File: src/rtl/cdb_arbiter.sv
// Round-robin common-data-bus arbiter: one holding slot per unit, one registered broadcast per cycle (CDB_BYPASS_EN adds same-cycle bypass).
// Latency 2 edges capture->broadcast (1 with bypass); fu_ready deasserts only for a full slot that is not granted this cycle.
module cdb_arbiter #(
  parameter int NUM_UNITS = 8,
  parameter int DATA_W    = 32,
  parameter int TAG_W     = 3
) (
  input  logic                        CLOCK_50,
  input  logic                        RSTN_N,
  input  logic                        flush,
  input  logic [NUM_UNITS-1:0]        fu_valid,
  input  logic [NUM_UNITS*DATA_W-1:0] fu_result,
  output logic [NUM_UNITS-1:0]        fu_ready,
  output logic                        cdb_valid,
  output logic [TAG_W-1:0]            cdb_tag,
  output logic [DATA_W-1:0]           cdb_data,
  output logic                        cdb_busy
);

  // Tag 0 means "value ready", so unit 0 never owns a slot.
  localparam logic [NUM_UNITS-1:0] UNIT_MASK = {{(NUM_UNITS-1){1'b1}}, 1'b0};

  logic [NUM_UNITS-1:0] full;
  logic [DATA_W-1:0]    slot_data [NUM_UNITS];
  logic [TAG_W-1:0]     ptr;

  logic [NUM_UNITS-1:0] cand;
  logic [NUM_UNITS-1:0] grant;
  logic [NUM_UNITS-1:0] bypass_hit;
  logic [NUM_UNITS-1:0] capture;
  logic [TAG_W:0]       scan_idx;
  logic [TAG_W-1:0]     win_idx;
  logic [TAG_W-1:0]     ptr_next;
  logic                 win_vld;
  logic [DATA_W-1:0]    win_data;

`ifdef CDB_BYPASS_EN
  // An empty slot is always ready, so a valid unit with an empty slot is a candidate.
  assign cand       = (full | fu_valid) & UNIT_MASK;
  assign bypass_hit = grant & ~full;
`else
  assign cand       = full & UNIT_MASK;
  assign bypass_hit = '0;
`endif

  // Scan from ptr upward over units 1..NUM_UNITS-1, wrapping past index 0.
  always_comb begin
    win_vld  = 1'b0;
    win_idx  = '0;
    scan_idx = '0;
    for (int k = 0; k < NUM_UNITS - 1; k++) begin
      scan_idx = {1'b0, ptr} + (TAG_W+1)'(k);
      if (scan_idx >= (TAG_W+1)'(NUM_UNITS))
        scan_idx = scan_idx - (TAG_W+1)'(NUM_UNITS - 1);
      if (!win_vld && cand[scan_idx[TAG_W-1:0]]) begin
        win_vld = 1'b1;
        win_idx = scan_idx[TAG_W-1:0];
      end
    end
  end

  always_comb begin
    grant = '0;
    if (win_vld)
      grant[win_idx] = 1'b1;
  end

  always_comb begin
    win_data = slot_data[win_idx];
    if (bypass_hit[win_idx])
      win_data = fu_result[win_idx*DATA_W +: DATA_W];
  end

  assign ptr_next = (win_idx == TAG_W'(NUM_UNITS - 1)) ? TAG_W'(1) : win_idx + 1'b1;

  assign fu_ready = (~full | grant) & UNIT_MASK;
  assign capture  = fu_valid & fu_ready & ~bypass_hit & {NUM_UNITS{~flush}};
  assign cdb_busy = |(full & UNIT_MASK);

  always_ff @(posedge CLOCK_50 or negedge RSTN_N) begin
    if (!RSTN_N) begin
      full      <= '0;
      ptr       <= TAG_W'(1);
      cdb_valid <= 1'b0;
      cdb_tag   <= '0;
      cdb_data  <= '0;
    end else if (flush) begin
      full      <= '0;
      cdb_valid <= 1'b0;
    end else begin
      full <= (full & ~grant) | capture;
      if (win_vld) begin
        cdb_valid <= 1'b1;
        cdb_tag   <= win_idx;
        cdb_data  <= win_data;
        ptr       <= ptr_next;
      end else begin
        cdb_valid <= 1'b0;
      end
    end
  end

  always_ff @(posedge CLOCK_50 or negedge RSTN_N) begin
    if (!RSTN_N) begin
      for (int i = 0; i < NUM_UNITS; i++)
        slot_data[i] <= '0;
    end else begin
      for (int i = 0; i < NUM_UNITS; i++)
        if (capture[i])
          slot_data[i] <= fu_result[i*DATA_W +: DATA_W];
    end
  end

endmodule

File: config.mk
export PLATFORM = sky130hd
export DESIGN_NAME = cdb_arbiter
export DESIGN_NICKNAME = d
export VERILOG_FILES = /design/src/rtl/cdb_arbiter.sv
export SDC_FILE = /design/constraint.sdc
export NUM_CORES = 1
export LEC_CHECK = 0
export CAP_MARGIN = 20
export CORE_MARGIN = 3
export CORE_UTILIZATION = 48
export CTS_BUF_LIST = sky130_fd_sc_hd__clkbuf_8
export DETAILED_ROUTE_END_ITERATION = 8
export PLACE_DENSITY = 0.81
export RECOVER_POWER = 50
export SKIP_CTS_REPAIR_TIMING = 1
export SLEW_MARGIN = 20
export SYNTH_ARGS = -nofsm -noshare
export SYNTH_HDL_FRONTEND = slang
export SYNTH_SLANG_ARGS = --single-unit
export TNS_END_PERCENT = 50
File: constraint.sdc
create_clock -name CLOCK_50 -period 12.25 [get_ports CLOCK_50]
set_input_delay 1.8375 -clock CLOCK_50 [delete_from_list [all_inputs] [get_ports CLOCK_50]]
set_output_delay 1.8375 -clock CLOCK_50 [all_outputs]
set_load 0.005 [all_outputs]
Yosys cells after proc, flatten, opt, wreduce, memory -nomap -nowiden

Memories as Yosys holds them, arrays and structs flattened.
Cells that the tools add are included.

Add/sub/neg operators: 14
$lt $le $gt $ge: 17
Equal/unequal tests: 1
Shift operators: 1
Mux-type cells: 47
Bitwise gates (word level): 9
Reduce and logical (&&, ||, !) cells: 15

Operator list:

| operator                                                          | count |
|---|---|
| indexed part select 256 x 9 -> 32 bit                             | 1 |
| binary-select mux 32 bit (select 3 bit)                           | 1 |
| 2-to-1 mux 32 bit                                                 | 3 |
| 2-to-1 mux 3 bit                                                  | 15 |
| less-than comparator 3 x 4 -> 1 bit, second input constant        | 8 |
| greater-or-equal comparator 4 bit, second input constant          | 7 |
| bitwise AND 8 bit                                                 | 3 |
| binary-select mux 1 bit (select 3 bit)                            | 7 |
| subtractor 3 bit, second input constant                           | 7 |
| 2-to-1 mux 1 bit                                                  | 18 |
| 2-to-1 mux 8 bit                                                  | 2 |
| inverter 8 bit                                                    | 2 |
| OR 8 bit                                                          | 2 |
| adder 3 x 3 -> 4 bit, second input constant                       | 3 |
| adder 3 x 2 -> 4 bit, second input constant                       | 2 |
| logical AND 1 bit                                                 | 7 |
| OR reduction 7 bit                                                | 1 |
| zero test 1 bit                                                   | 6 |
| adder 3 x 1 -> 4 bit, second input constant                       | 1 |
| greater-or-equal comparator 3 x 4 -> 1 bit, second input constant | 1 |
| inverter 3 -> 4 bit                                               | 1 |
| adder 3 x 1 -> 3 bit, second input constant                       | 1 |
| demux 1 bit (select 3 bit)                                        | 1 |
| equality test 3 bit, second input constant                        | 1 |
| 3 further kinds                                                   | 3 |

Register bits after elaboration: 303
Bits in read-only memories: 8
Input bits: 267
Output and inout bits: 45
Memories: 1

Memories:

| memory          | words | bits a word | read ports | clocked after Yosys merged registers in | wr ports | line | text |
|---|---|---|---|---|---|---|---|
| (no name shown) | 8     | 1           | 1          | 0                                       | 0        | 70   | `if (bypass_hit[win_idx])` |

Longest topological paths before layout

Gate-level depths: netlist (run 1).

Word-level depth: 33
Gate-level depth with buffers: 20
Mapped depth without buffers: 13

Worst setup path before layout (run 1)

No wires, ideal clock.

Path kind: register -> output
From: reg ptr[0]
To: out fu_ready[7]
Data arrival time: 3.691 ns
Data required time: 10.412 ns
Setup slack: 6.721 ns
Stages on the path, launching flop included: 17
Path buffers: 5
Cells stage by stage: dfstp_2 > buf_4 > buf_6 > inv_1 > ha_1 > buf_4 > mux2_2 > a211oi_2 > o2bb2ai_1 > and4_4 > and4_1 > nand3b_1 > and2_1 > buf_2 > nand3_4 > clkbuf_1 > nand2_1

Cells in the longest elaborated chain, start to end: 29

RTL lines:

| element                                                                       | line | text |
|---|---|---|
| start, declared                                                               | 25   | `logic [TAG_W-1:0] ptr;` |
| start signal, assigned                                                        | 96   | `ptr <= ptr_next;` |
| parallel branches: the longest is 27 deep, another holds adder 3 x 1 -> 4 bit | --   |  |
| 2-to-1 mux 8 bit *                                                            | 64   | `if (win_vld)` |
| OR 8 bit *                                                                    | 76   | `assign fu_ready = (~full \| grant) & UNIT_MASK;` |
| end, declared                                                                 | 13   | `output logic [NUM_UNITS-1:0] fu_ready,` |

Mark *: on every way between the ends. The select of a mux whose other input is x is not followed.

Worst setup path after layout (run 1)

From: reg ptr[0]
To: out fu_ready[4]

Same word-level chain as after synthesis.

==> results.sh, run 1 <==
export IMPL_numCtsBuffers=44
export IMPL_synth_seq_area_share_pct=48.3
export IMPL_yosysUniqueCellTypes=79
export IMPL_routed_wl_um=40200
export IMPL_path_class="reg2out"
export IMPL_synth_seq_cells=270
export IMPL_hold_path_class="reg2reg"
export IMPL_fmax_ghz=0.121
export IMPL_drive_above_1_share_pct=25.8
export IMPL_route_detailed_drc=0
export IMPL_cp_start_kind="register"
export IMPL_fin_skew_ns=0.0214
export IMPL_grt_pass1_vias=10773
export IMPL_ys_flop_type="dfrtp_1"
export IMPL_cts_buffer_depth=3
export IMPL_synth_area_leaders="dfrtp_1 (48%), mux2_2 (13%), mux2_4 (6.4%), mux2_1 (4.2%), mux2i_1 (3.9%)"
export IMPL_setup_tns_ns=0
export IMPL_arrival_ns=6.45
export IMPL_grt_max_degree=122
export IMPL_critPathSlowestCell="dfstp_2"
export IMPL_core_area_mm2=0.0282
export IMPL_yosysTopAreaCellShare_pct=48.1
export IMPL_first_pass_iters=5
export IMPL_syn_avg_cell_area_um2=12.7
export IMPL_fillers=2206
export IMPL_whs_ns=0.490
export IMPL_grt_busiest_layer="met2"
export IMPL_die_y_um=177
export IMPL_grtUsageTotal_pct=25.6
export IMPL_grtUsageMet3_pct=5.38
export IMPL_failed_checks="max-capacitance violations, max-slew violations"
export IMPL_pre_cts_slack_ns=4.62
export IMPL_cts_root_buf="clkbuf_8"
export IMPL_max_stage_delay_ns=1.04
export IMPL_clock_latency_ns=0.57
export IMPL_rsz0062_at_grt="no"
export IMPL_ys_async_sr_fraction_pct=100
export IMPL_status="finished, violations left"
export IMPL_dp_hpwl_um=27100
export IMPL_vias=9961
export IMPL_slew_headroom_pct=-323
export IMPL_viasPerCell=5.63
export IMPL_synth_edf_count=0
export IMPL_antenna_left=0
export IMPL_dpl_cell_area_mm2=0.0169
export IMPL_drt_iter0_drc=688
export IMPL_drv_cap=1
export IMPL_gp_congestion=0.873
export IMPL_clock_sinks=270
export IMPL_yosys_warnings=0
export IMPL_setup_violations=0
export IMPL_cp_max_fo=47
export IMPL_synth_area_mm2=0.0140
export IMPL_worstMarginPinSlew_ns=6.34
export IMPL_synthesis_nets=1376
export IMPL_worst_slack_ns=3.97
export IMPL_io_pins=312
export IMPL_cp_required_ns=10.41
export IMPL_overflow=0
export IMPL_rows=61
export IMPL_grt_pass1_wl_um=61700
export IMPL_synthCells=1099
export IMPL_hold_viol_final=0
export IMPL_antenna_found_initial=10
export IMPL_portBuffers=277
export IMPL_nets=1630
export IMPL_synth_area_leader_cell="dfrtp_1"
export IMPL_drv_slew=122
export IMPL_cts_tree="built"
export IMPL_area_growth_syn_to_layout_pct=27.3
export IMPL_layout_min_cycle_time_ns=8.28
export IMPL_fin_crit_sh_pct=67.6
export IMPL_crit_path_end_kind="primary output"
export IMPL_wl_per_cell_um=22.7
export IMPL_crit_path_cell_trace="inv_1 -> ha_1 -> buf_4 -> mux2_2 -> a221o_1 -> a221oi_2 -> o22ai_1 -> a311oi_2 -> and2_4 -> buf_4 -> o31ai_4 -> clkdlybuf4s50_1"
export IMPL_dieArea_mm2=0.0313
export IMPL_cts_htree_levels=2
export IMPL_use_met2_pct=41.1
export IMPL_cpMostUsedCell="buf_4"
export IMPL_die_w_um=177
export IMPL_grtUsageMet1_pct=33.7
export IMPL_design_area_mm2=0.0178
export IMPL_clkTransAtPathRegs_ns=0.07
export IMPL_initial_core_util_pct=49.6
==> state kept, by name (all words and copies together) (netlist names) <==
register,count
cdb_data,32
slot_data,224
cdb_tag,3
ptr,3
cdb_valid,1
full,7
==> routing by layer <==
| metal | vias up | share of wire, % |
|---|---|---|
| met2 | 363 | 47 |
| met3 | 90 | 6.6 |
| met1 | 4962 | 42 |
| met4 | 4 | 3.8 |
| met5 | - | 0.052 |
| li1 | 4542 | - |
==> per-stage QoR <==
step	utilization, %	instances
floorplan	-	1099
global placement	59.7	1684
detailed placement	59.7	1684
CTS	63.0	1760
global route	63.1	1769
finish	63.2	1770
==> worst paths after layout <==
path	startpoint	slack [ns]	cells past startpoint	end
worst min-delay path	slot_data[124]$_DFFE_PN0P_	0.49	1	slot_data[124]$_DFFE_PN0P_
max in group asynchronous	RSTN_N	5.04	1	slot_data[223]$_DFFE_PN0P_
min in group asynchronous	RSTN_N	3.64	1	cdb_data[8]$_DFFE_PN0P_
worst min register to register	slot_data[124]$_DFFE_PN0P_	0.49	1	slot_data[124]$_DFFE_PN0P_
worst max register to register	ptr[0]$_DFFE_PN1P_	5.64	14	slot_data[80]$_DFFE_PN0P_
worst max-delay path	ptr[0]$_DFFE_PN1P_	3.97	12	fu_ready[4]
==> cell type report <==
| cell class | instances | area, um^2 | area share (%) |
|---|---|---|---|
| Antenna cell | 9 | 22.5 | 0.126 |
| Clock buffer | 56 | 771 | 4.32 |
| Clock inverter | 20 | 149 | 0.835 |
| Inverter | 40 | 150 | 0.842 |
| Multi-Input combinational cell | 708 | 6630 | 37.2 |
| Sequential cell | 270 | 6760 | 37.9 |
| Tap cell | 378 | 473 | 2.65 |
| Timing Repair Buffer | 289 | 2880 | 16.1 |
==> cells in the mapped netlist, types with 4 or more instances <==
| library cell | count |
|---|---|
| dfrtp_1 | 269 |
| mux2_2 | 161 |
| nand2_1 | 66 |
| mux2_4 | 60 |
| mux2i_1 | 55 |
| mux2_1 | 52 |
| nor2_1 | 48 |
| inv_1 | 40 |
| clkbuf_1 | 32 |
| nand4_1 | 24 |
| a41oi_1 | 22 |
| o221a_2 | 22 |
| a21oi_1 | 19 |
| buf_6 | 17 |
| buf_2 | 16 |
| a211oi_1 | 15 |
| buf_4 | 13 |
| a221oi_1 | 12 |
| nand2b_1 | 11 |
| o21ai_0 | 11 |
| ha_1 | 10 |
| o22ai_1 | 8 |
| and2_1 | 7 |
| o31ai_4 | 6 |
| xnor2_1 | 6 |
| a21bo_2 | 5 |
| nor3_1 | 5 |
| or3_1 | 5 |
| nand3_1 | 4 |
==> cell usage in the layout, fill, tap and decap left out, types with 24 or more instances in the layout <==
cell	synthesis	final
nand4_1	24	24
nor2_1	48	47
clkbuf_8	0	56
dfrtp_1	269	269
mux2_1	52	52
mux2i_1	55	55
clkdlybuf4s50_1	0	254
nand2_1	66	65
mux2_2	161	161
inv_1	40	54
mux2_4	60	60
==> cell families after synthesis <==
group                      Yosys count  synth area share (%)
adders and majority gates           10                 0.893
and+or+nand+nor                    199                  7.62
muxes                              331                  28.0
DFF                                270                  48.3
AOI/OAI and AO/OA                  158                  10.0
xor gates and xnor gates             9                 0.563
buffers and inverters              121                  4.65
other                                1                0.0268
==> worst max-delay path, delay by kind of cell, from the launching register on <==
family	cells	cell delay (ns)
AO/OA/AOI/OAI	5	1.51
adder cells (fa/ha/maj)	1	0.52
buffers and inverters	4	1.83
flip-flops	1	1.04
multiplexers	1	0.42
AND/OR/NAND/NOR	1	0.47
Power of run 1 is not shown: default switching activity piles up to over one toggle a cycle in this logic, so the estimate is an artifact.
==> run 2: changes to the inputs <==
Settings changed: PLACE_DENSITY 0.81 to 0.84.
Clock period 12.25 ns to 7.15 ns, I/O delays scaled along.
==> run 2 against run 1 <==
The flow still finishes with violations (max-capacitance violations, max-slew violations). Routed wire length grew 1.7%. Flip-flop and latch count stayed put. Clock skew rose by 0.0029 ns.
==> results.sh, run 2 (synthesis gave the netlist of run 1 again) <==
export IMPL_overflow=0
export IMPL_largest_reg_flops=224
export IMPL_grt_pass1_wl_um=61900
export IMPL_fillers=2133
export IMPL_vias=10260
export IMPL_clkTransAtPathRegs_ns=0.07
export IMPL_cpMostUsedCell="ha_1"
export IMPL_core_area_mm2=0.0282
export IMPL_crit_path_cell_trace="ha_1 -> ha_1 -> and4b_1 -> a211oi_2 -> o2bb2ai_1 -> mux2i_1 -> a21oi_1 -> a311oi_2 -> nand2_1 -> o31ai_4 -> clkdlybuf4s50_1"
export IMPL_layout_min_cycle_time_ns=6.38
export IMPL_post_route_util_pct=63.5
export IMPL_drv_slew=125
export IMPL_nets=1640
export IMPL_routed_wl_um=40900
export IMPL_cp_max_fo=25
export IMPL_clock_sinks=270
export IMPL_io_pins=312
export IMPL_final_common_cell="dfrtp_1"
export IMPL_fin_crit_sh_pct=89.3
export IMPL_crit_path_end_kind="primary output"
export IMPL_worstMarginPinSlew_ns=5.49
export IMPL_critPathSlowestCell="dfrtp_1"
export IMPL_cts_root_buf="clkbuf_8"
export IMPL_rows=61
export IMPL_worstSetupStartpoint="ptr[2]$_DFFE_PN0P_"
export IMPL_drt_iter0_drc=785
export IMPL_dp_hpwl_um=27400
export IMPL_fmax_ghz=0.157
export IMPL_dpl_cell_area_mm2=0.0170
export IMPL_arrival_ns=5.31
export IMPL_cp_required_ns=6.08
export IMPL_crit_end="fu_ready[3]"
export IMPL_reg2reg_from="ptr[2]$_DFFE_PN0P_"
export IMPL_portBuffers=277
export IMPL_first_pass_iters=4
export IMPL_die_y_um=177
export IMPL_grt_pass1_vias=10727
export IMPL_drive_above_1_share_pct=26.4
export IMPL_die_w_um=177
export IMPL_grt_max_degree=148
export IMPL_drv_cap=1
export IMPL_r2r_cells=14
export IMPL_multi_input_area_mm2=0.00662
export IMPL_gp_congestion=0.924
export IMPL_max_stage_delay_ns=0.92
export IMPL_register_area_mm2=0.00676
export IMPL_design_area_mm2=0.0179
export IMPL_area_growth_syn_to_layout_pct=28.1
export IMPL_wl_per_cell_um=23.0
export IMPL_grtUsageTotal_pct=25.5
export IMPL_cts_buffer_depth=3
export IMPL_antenna_left=0
export IMPL_cts_htree_levels=2
export IMPL_dieArea_mm2=0.0313
export IMPL_r2r_setup_slack_ns=1.57
export IMPL_rsz0062_at_grt="no"
export IMPL_regMostFlops="slot_data"
export IMPL_setup_tns_ns=0
export IMPL_cp_depth=11
export IMPL_rr_endpoint="slot_data[22]$_DFFE_PN0P_"
export IMPL_hold_viol_final=0
export IMPL_initial_core_util_pct=49.6
export IMPL_final_cell_mix="dfrtp_1 (269), clkdlybuf4s50_1 (254), mux2_2 (161), nand2_1 (66), clkbuf_8 (61)"
export IMPL_setup_violations=0
export IMPL_path_class="reg2out"
export IMPL_route_detailed_drc=0
export IMPL_slew_headroom_pct=-266
export IMPL_cts_tree="built"
export IMPL_fin_skew_ns=0.0244
export IMPL_antenna_found_initial=7
export IMPL_reg_largest_list="slot_data: 224 flops, cdb_data: 32 flops, full: 7 flops"
export IMPL_numCtsBuffers=46
export IMPL_viasPerCell=5.76
export IMPL_cp_start_kind="register"
export IMPL_failed_checks="max-capacitance violations, max-slew violations"
export IMPL_clock_latency_ns=0.56
export IMPL_hold_path_class="reg2reg"
export IMPL_cp_top_family="compound AO/OA/AOI/OAI gates"
export IMPL_critPathBufInv=1
export IMPL_status="finished, violations left"
## run 2: layout make-up
type,count,share of cell area [%]
antenna,4,0.0558
sequential,270,37.7
multi-input combinational,708,36.9
clock buffer,61,4.68
tap,378,2.64
clock inverter,24,0.593
timing repair buffer,297,16.6
inverter,40,0.837
## run 2: worst min-delay path by stage
stage                                           from                         end  slack (ns)  depth (start not counted)
final                     slot_data[215]$_DFFE_PN0P_  slot_data[215]$_DFFE_PN0P_        0.49                          1
after global routing      slot_data[217]$_DFFE_PN0P_  slot_data[217]$_DFFE_PN0P_        0.50                          1
after CTS                 slot_data[215]$_DFFE_PN0P_  slot_data[215]$_DFFE_PN0P_        0.49                          1
after detailed placement  slot_data[215]$_DFFE_PN0P_  slot_data[215]$_DFFE_PN0P_        0.48                          1
after global placement    slot_data[108]$_DFFE_PN0P_  slot_data[108]$_DFFE_PN0P_        0.47                          1
after floorplan           slot_data[107]$_DFFE_PN0P_  slot_data[107]$_DFFE_PN0P_        0.46                          1
## run 2: metrics by stage
| step | hold WS (ns) | worst slack [ns] | cells |
|---|---|---|---|
| final | 0.489 | 0.769 | 1782 |
| after global routing | 0.501 | 0.471 | 1781 |
| after CTS | 0.493 | 0.803 | 1778 |
| after detailed placement | 0.480 | 1.41 | 1693 |
| after global placement | 0.469 | 1.48 | 1693 |
| after floorplan | 0.459 | 2.39 | 1099 |
## run 2: metal layers
metal / global-route usage [%] / vias to the layer above / routed length, um
met2: 41.2 / 416 / 19500
met5: 0 / - / 38
met4: 9.23 / 6 / 1340
met1: 34.0 / 5187 / 17100
li1: - / 4571 / -
met3: 5.64 / 80 / 2910
Power of run 2 is left out for the same reason.
